`config.mk`:
```
export PLATFORM = sky130hd
export DESIGN_NAME = fsmc_mux_master
export DESIGN_NICKNAME = d
export VERILOG_FILES = /design/src/rtl/fsmc_mux_master.sv
export SDC_FILE = /design/constraint.sdc
export NUM_CORES = 1
export LEC_CHECK = 0
export CORE_MARGIN = 2
export CORE_UTILIZATION = 50
export CTS_BUF_LIST = sky130_fd_sc_hd__clkbuf_16
export DETAILED_ROUTE_END_ITERATION = 12
export GPL_ROUTABILITY_DRIVEN = 0
export PLACE_DENSITY = 0.8
export SLEW_MARGIN = 20
export SYNTH_ARGS = -nofsm -noshare
export SYNTH_HDL_FRONTEND = slang
export SYNTH_SLANG_ARGS = --single-unit
```
`constraint.sdc`:
```
create_clock -name CLK -period 6.3 [get_ports CLK]
set_clock_uncertainty 0.1 [all_clocks]
set_input_delay 1.26 -clock CLK [delete_from_list [all_inputs] [get_ports CLK]]
set_output_delay 1.26 -clock CLK [all_outputs]
set_load 0.01 [all_outputs]
```
`src/rtl/fsmc_mux_master.sv`:
```
// Initiator for the multiplexed NE/NADV/NOE/NWE address/data bus: one single-beat
// read or write per request, with parameterised phase lengths.
module fsmc_mux_master #(
  parameter int unsigned ADDSET  = 2,
  parameter int unsigned ADDHLD  = 1,
  parameter int unsigned DATAST  = 3,
  parameter int unsigned BUSTURN = 1
) (
  input  logic        CLK,
  input  logic        RST,
  input  logic        REQ,
  input  logic        WR,
  input  logic [18:0] ADDR,
  input  logic [15:0] WDATA,
  output logic        BUSY,
  output logic        DONE,
  output logic [15:0] RDATA,
  output logic        NE,
  output logic        NADV,
  output logic        NOE,
  output logic        NWE,
  output logic [2:0]  A_HI,
  output logic [15:0] AD_OUT,
  output logic        AD_OE,
  input  logic [15:0] AD_IN
);

  typedef enum logic [2:0] {S_IDLE, S_ADDR, S_AHLD, S_DATA, S_TURN} state_t;

  // A zero-length phase is stretched to one cycle.
  function automatic logic [3:0] phase_ld(input int unsigned p);
    return (p == 0) ? 4'd0 : 4'(p - 1);
  endfunction

  localparam logic [3:0] ADDSET_LD  = phase_ld(ADDSET);
  localparam logic [3:0] ADDHLD_LD  = phase_ld(ADDHLD);
  localparam logic [3:0] DATAST_LD  = phase_ld(DATAST);
  localparam logic [3:0] BUSTURN_LD = phase_ld(BUSTURN);

  state_t      state_q, state_d;
  logic [3:0]  cnt_q, cnt_d;
  logic        wr_q, wr_d;
  logic [18:0] addr_q, addr_d;
  logic [15:0] wdata_q, wdata_d;
  logic        busy_q, busy_d;
  logic        done_q, done_d;
  logic [15:0] rdata_q, rdata_d;
  logic        ne_q, ne_d;
  logic        nadv_q, nadv_d;
  logic        noe_q, noe_d;
  logic        nwe_q, nwe_d;
  logic [2:0]  a_hi_q, a_hi_d;
  logic [15:0] ad_out_q, ad_out_d;
  logic        ad_oe_q, ad_oe_d;

  always_comb begin
    state_d = state_q;
    cnt_d   = cnt_q;
    wr_d    = wr_q;
    addr_d  = addr_q;
    wdata_d = wdata_q;
    rdata_d = rdata_q;
    done_d  = 1'b0;

    case (state_q)
      S_IDLE: begin
        if (REQ) begin
          wr_d    = WR;
          addr_d  = ADDR;
          wdata_d = WDATA;
          state_d = S_ADDR;
          cnt_d   = ADDSET_LD;
        end
      end
      S_ADDR: begin
        if (cnt_q == 4'd0) begin
          state_d = S_AHLD;
          cnt_d   = ADDHLD_LD;
        end else begin
          cnt_d = cnt_q - 4'd1;
        end
      end
      S_AHLD: begin
        if (cnt_q == 4'd0) begin
          state_d = S_DATA;
          cnt_d   = DATAST_LD;
        end else begin
          cnt_d = cnt_q - 4'd1;
        end
      end
      S_DATA: begin
        if (cnt_q == 4'd0) begin
          state_d = S_TURN;
          cnt_d   = BUSTURN_LD;
          if (!wr_q) rdata_d = AD_IN;
        end else begin
          cnt_d = cnt_q - 4'd1;
        end
      end
      S_TURN: begin
        if (cnt_q == 4'd0) begin
          state_d = S_IDLE;
          cnt_d   = 4'd0;
          done_d  = 1'b1;
        end else begin
          cnt_d = cnt_q - 4'd1;
        end
      end
      default: begin
        state_d = S_IDLE;
        cnt_d   = 4'd0;
      end
    endcase

    // Pad outputs are decoded from the next state so they are registered
    // and line up with the state they belong to.
    busy_d   = (state_d != S_IDLE);
    ne_d     = 1'b1;
    nadv_d   = 1'b1;
    noe_d    = 1'b1;
    nwe_d    = 1'b1;
    ad_oe_d  = 1'b0;
    ad_out_d = ad_out_q;
    a_hi_d   = a_hi_q;

    case (state_d)
      S_ADDR: begin
        ne_d     = 1'b0;
        nadv_d   = 1'b0;
        ad_oe_d  = 1'b1;
        ad_out_d = addr_d[15:0];
        a_hi_d   = addr_d[18:16];
      end
      S_AHLD: begin
        ne_d     = 1'b0;
        ad_oe_d  = 1'b1;
        ad_out_d = addr_d[15:0];
        a_hi_d   = addr_d[18:16];
      end
      S_DATA: begin
        ne_d = 1'b0;
        if (wr_d) begin
          ad_oe_d  = 1'b1;
          ad_out_d = wdata_d;
          nwe_d    = 1'b0;
        end else begin
          noe_d = 1'b0;
        end
      end
      default: ;
    endcase
  end

  always_ff @(posedge CLK) begin
    if (RST) begin
      state_q  <= S_IDLE;
      cnt_q    <= 4'd0;
      wr_q     <= 1'b0;
      addr_q   <= 19'd0;
      wdata_q  <= 16'd0;
      busy_q   <= 1'b0;
      done_q   <= 1'b0;
      rdata_q  <= 16'd0;
      ne_q     <= 1'b1;
      nadv_q   <= 1'b1;
      noe_q    <= 1'b1;
      nwe_q    <= 1'b1;
      a_hi_q   <= 3'd0;
      ad_out_q <= 16'd0;
      ad_oe_q  <= 1'b0;
    end else begin
      state_q  <= state_d;
      cnt_q    <= cnt_d;
      wr_q     <= wr_d;
      addr_q   <= addr_d;
      wdata_q  <= wdata_d;
      busy_q   <= busy_d;
      done_q   <= done_d;
      rdata_q  <= rdata_d;
      ne_q     <= ne_d;
      nadv_q   <= nadv_d;
      noe_q    <= noe_d;
      nwe_q    <= nwe_d;
      a_hi_q   <= a_hi_d;
      ad_out_q <= ad_out_d;
      ad_oe_q  <= ad_oe_d;
    end
  end

  assign BUSY   = busy_q;
  assign DONE   = done_q;
  assign RDATA  = rdata_q;
  assign NE     = ne_q;
  assign NADV   = nadv_q;
  assign NOE    = noe_q;
  assign NWE    = nwe_q;
  assign A_HI   = a_hi_q;
  assign AD_OUT = ad_out_q;
  assign AD_OE  = ad_oe_q;

endmodule

```
======== After elaboration in Yosys (flattened, before gate mapping) ========
Index checks and enable logic that the tools add are counted.
operators by class
  bitwise operators ....................... 3
  reduce and logical (&&, ||, !) cells .... 11
  eq/ne operators ......................... 9
  mux-type cells .......................... 24
  $add $sub $neg .......................... 1
operator list
  cell                                               number
  2-to-1 mux 16 bit                                  3
  2-to-1 mux 19 bit                                  2
  case mux 16 bit (2 select lines)                   1
  2-to-1 mux 3 bit                                   5
  case mux 3 bit (5 select lines)                    1
  == test 3 x 2 -> 1 bit (second input constant)     4
  2-to-1 mux 4 bit                                   3
  case mux 4 bit (3 select lines)                    1
  2-to-1 mux 1 bit                                   7
  == test 3 x 1 -> 1 bit (second input constant)     2
  OR reduction 2 bit                                 3
  OR reduction 3 bit                                 2
  logical NOT 4 bit                                  1
  != test 2 bit (second input constant)              2
  subtractor 4 x 1 -> 4 bit (second input constant)  1
  == test 3 bit (second input constant)              1
  logical NOT 3 bit                                  1
  inverter 1 bit                                     3
  AND reduction 3 bit                                1
  nonzero test 3 bit                                 1
  case mux 1 bit (2 select lines)                    1
  AND reduction 2 bit                                1
  nonzero test 2 bit                                 1
storage, ports and cells
  output and inout port bits .............. 42
  logic and storage cells ................. 63
  input port bits ......................... 55
  flip-flop bits (word level) ............. 85

======== Longest topological paths before layout ========
  depth in word-level cells ............... 7
  mapped depth ............................ 7
  depth with buffers taken out ............ 4

======== Worst setup path after synthesis ========
Ideal clock, no wire load.
  kind .................................... input to register
  from .................................... input REQ
  to ...................................... register ad_out_q[3] (netlist: AD_OUT[3])
  arrival ................................. 2.482 ns
  required time ........................... 6.083 ns
  path buffers ............................ 2
  path slack .............................. 3.601 ns
  setup time .............................. 0.117 ns
  cell stages on the path ................. 6
  cell sequence ........................... nor4b_1 > buf_2 > buf_2 > mux2i_1 > mux2i_1 > a22o_1
on the way
  word-level cells in the longest chain between the ends .. 6
  elaborated cells between the ends (all ways) .. 17
  classes of those cells .................. 4 x eq/ne; 10 x mux; 3 x reduce/logical
RTL lines
  item                                                              RTL line  RTL
  from (decl)                                                       11        input logic REQ,
  2-to-1 mux 3 bit                                                  67        if (REQ) begin
  case mux 3 bit (5 select lines)                                   65        case (state_q)
  == test 3 x 2 -> 1 bit or == test 3 x 1 -> 1 bit (tied branches)  126       case (state_d)
  OR reduction 2 bit (no source line)                               -
  nonzero test 2 bit (no source line)                               -
  AND reduction 2 bit (no source line)                              -
  to (signal assigned)                                              185       ad_out_q <= ad_out_d;
  to (decl)                                                         53        logic [15:0] ad_out_q, ad_out_d;
Several ways; a longest one is shown, not always the timed one. The select of a mux whose other input is x is not followed.
A chain may end at the register's enable or synchronous reset.

======== Final worst setup path ========
  from .................................... input REQ
  to ...................................... register ad_out_q[11] (netlist: AD_OUT[11])
Same word-level chain as after synthesis.

==> impl_metrics.json <==
{
  "htree_num_levels": 3,
  "post-place-cells": 483,
  "ff2ff_setup_slack_ns": 3.67,
  "max_cap_violations": 0,
  "synth_area_leader_cell": "dfxtp_1",
  "num_io_pins": 97,
  "reg2reg_depth": 4,
  "drt_pre_antenna_iters": 4,
  "finalWirelength_um": 7290,
  "hold_viol_final": 0,
  "synth_edf_count": 0,
  "worstHoldPathCells": 2,
  "ys_dominant_reg_cell": "dfxtp_1",
  "final_cell_mix": "95 x clkdlybuf4s50_1, 85 x dfxtp_1, 53 x mux2i_1, 47 x nor2_1, 38 x nand2_1",
  "die_width_um": 84.5,
  "clockBufferDepth": 2,
  "worstMarginPinSlew_ns": 0.864,
  "clock_latency_ns": 0.32,
  "synth_cell_types": 38,
  "fin_crit_sh_pct": 49.3,
  "cts_tree": "built",
  "n_antenna_cell": 0,
  "die_y_um": 84.5,
  "antenna_found_initial": 0,
  "grt_pass1_wl_um": 12000,
  "gr-total-overflow": 0,
  "row_count": 29,
  "rr_startpoint": "cnt_q[0]",
  "timing.rr.end": "AD_OUT[14]",
  "grt_max_degree": 70,
  "synth_top_area_share_pct": 52.5,
  "cts_hold_buf": 0,
  "synthArstFlopShare_pct": 0,
  "drc": 0,
  "startpoint_type": "primary input",
  "setup_viol": 0,
  "worst_setup_path_end_kind": "flip-flop",
  "vias_per_cell": 5.20,
  "cp_max_fo": 36,
  "syn_area_sq_mm": 0.00324,
  "post_drt_wl_per_cell_um": 14.6,
  "fillerInstances": 496,
  "first_global_vias": 2508,
  "grt_usage_pct": 20.8,
  "die_area_sq_mm": 0.00714,
  "clk_pin_slew_ns": 0.06,
  "p_leak_nw": 1.70,
  "seq_area_frac_synth_pct": 52.5,
  "initial_utilization_pct": 51.3,
  "post-cts-setup-buffer-count": 0,
  "yosys_warnings": 0,
  "avgSynthCellArea_sq_um": 9.91,
  "whs_endpoint": "RDATA[13]",
  "rsz0062_at_grt": "false",
  "core_area_sq_mm": 0.00631,
  "cts-root-buf": "clkbuf_16",
  "relSlewSlack_pct": 41.2,
  "synthCells": 327,
  "cts-buffers-inserted": 9,
  "synthToLayoutAreaGrowth_pct": 39.3,
  "min_path_type": "reg -> reg",
  "hp-start": "RDATA[13]",
  "ys_ff_latch": 85,
  "final_cells": 499,
  "clock_sinks": 85,
  "dpl.hpwl_um": 4770,
  "vdd_drop_max_uv": 181,
  "p_per_area_mw_per_mm2": 321,
  "tns_ns": 0,
  "drtIter0Drc": 106,
  "slew_violations": 0,
  "crit_type": "in -> reg",
  "numPortBuffers": 96,
  "drive_gt1_share_pct": 5.69,
  "final_common_cell": "clkdlybuf4s50_1",
  "arrival_ns": 3.23,
  "crit_required_ns": 6.42,
  "syn-num-nets": 382,
  "cts_resized": 0,
  "status": "finished clean",
  "whs_ns": 0.350,
  "fin_nets": 472,
  "antenna_left": 0,
  "synth_area_leaders": "dfxtp_1 53%, mux2i_1 16%, nor2_1 5.4%, nand2_1 4.4%, a22o_1 4.3%",
  "min_period_ns": 3.11,
  "max_clock_freq_mhz": 322,
  "num_vias": 2596
}
## worst max path at each step
stage	endpoint	cells past startpoint	slack (ns)	start
floorplan	AD_OUT[3]	6	3.60	REQ
global placement	AD_OUT[14]	6	2.92	REQ
detailed placement	AD_OUT[14]	6	2.86	REQ
CTS	AD_OUT[14]	6	3.19	REQ
global route	AD_OUT[14]	6	3.08	REQ
finish	AD_OUT[11]	6	3.19	REQ
## registers in the layout (all words and copies together), names as in the netlist
signal	count
A_HI	3
NE	1
BUSY	1
wr_q	1
wdata_q	16
cnt_q	4
NADV	1
DONE	1
AD_OE	1
state_q	3
NWE	1
NOE	1
addr_q	19
AD_OUT	16
RDATA	16
## report_power, final
part / leakage [nW] / switching, W / internal, W / total [W]
Clock: 0.145 / 0.000197 / 0.000301 / 0.000498
Sequential: 0.695 / 0.0000345 / 0.000594 / 0.000628
Combinational: 0.860 / 0.000154 / 0.000168 / 0.000321
Total: 1.70 / 0.000386 / 0.00106 / 0.00145
## metal layers
metal	GRT usage (%)	wire length, um	vias up
met2	34.4	3460	80
met1	26.7	3290	1196
met4	7.50	55	0
li1	-	-	1313
met3	4.72	485	7
met5	0	0	-
## cell families (layout without fill, tap and decap cells)
group / count (synthesis) / in the layout / synth area share (%)
AO/OA/AOI/OAI: 54 / 54 / 11.2
XOR/XNOR: 2 / 2 / 0.541
adder cells (fa/ha/maj): 1 / 1 / 0.309
buffers and inverters: 24 / 119 / 3.71
flip-flops: 85 / 85 / 52.5
multiplexers: 54 / 54 / 16.8
AND/OR/NAND/NOR: 107 / 107 / 15.0
## synth_stat cells (all sizes together), types with 2 or more instances
cell,instances
nor3,3
or4,2
clkbuf,7
or3,2
nor2,47
a22o,16
o21ai,7
a311oi,3
xnor2,2
mux2i,54
dfxtp,85
a211oi,2
nor4,3
a21oi,23
and2,2
inv,3
nand2,38
nand3,2
buf,14
## layout make-up
cell class                 count  area [sq um]  area share [%]
sequential                    85          1700            37.7
clock inverter                 7          58.8            1.30
clock buffer                   9           225            4.99
multi-input combinational    218          1430            31.8
timing repair buffer         100           986            21.8
inverter                       3          11.3           0.250
tap                           77          96.3            2.13
## critical path, cell delays in order
cell and delay, ns:
clkdlybuf4s50_1 0.52, nor4b_2 0.21, buf_4 0.53, mux2i_1 0.34, mux2i_1 0.12, a22o_1 0.21
## through the flow
| stage | total power, W | cell area (sq um) | utilization (%) | setup WS [ns] |
|---|---|---|---|---|
| floorplan | 0.000830 | 3240 | - | 3.60 |
| global route | 0.00151 | 4510 | 71.5 | 3.08 |
| global placement | 0.000951 | 4230 | 67.0 | 2.92 |
| detailed placement | 0.000959 | 4230 | 67.0 | 2.86 |
| CTS | 0.00146 | 4510 | 71.5 | 3.19 |
| finish | 0.00145 | 4510 | 71.5 | 3.19 |
(Power assumes the default switching activity.)
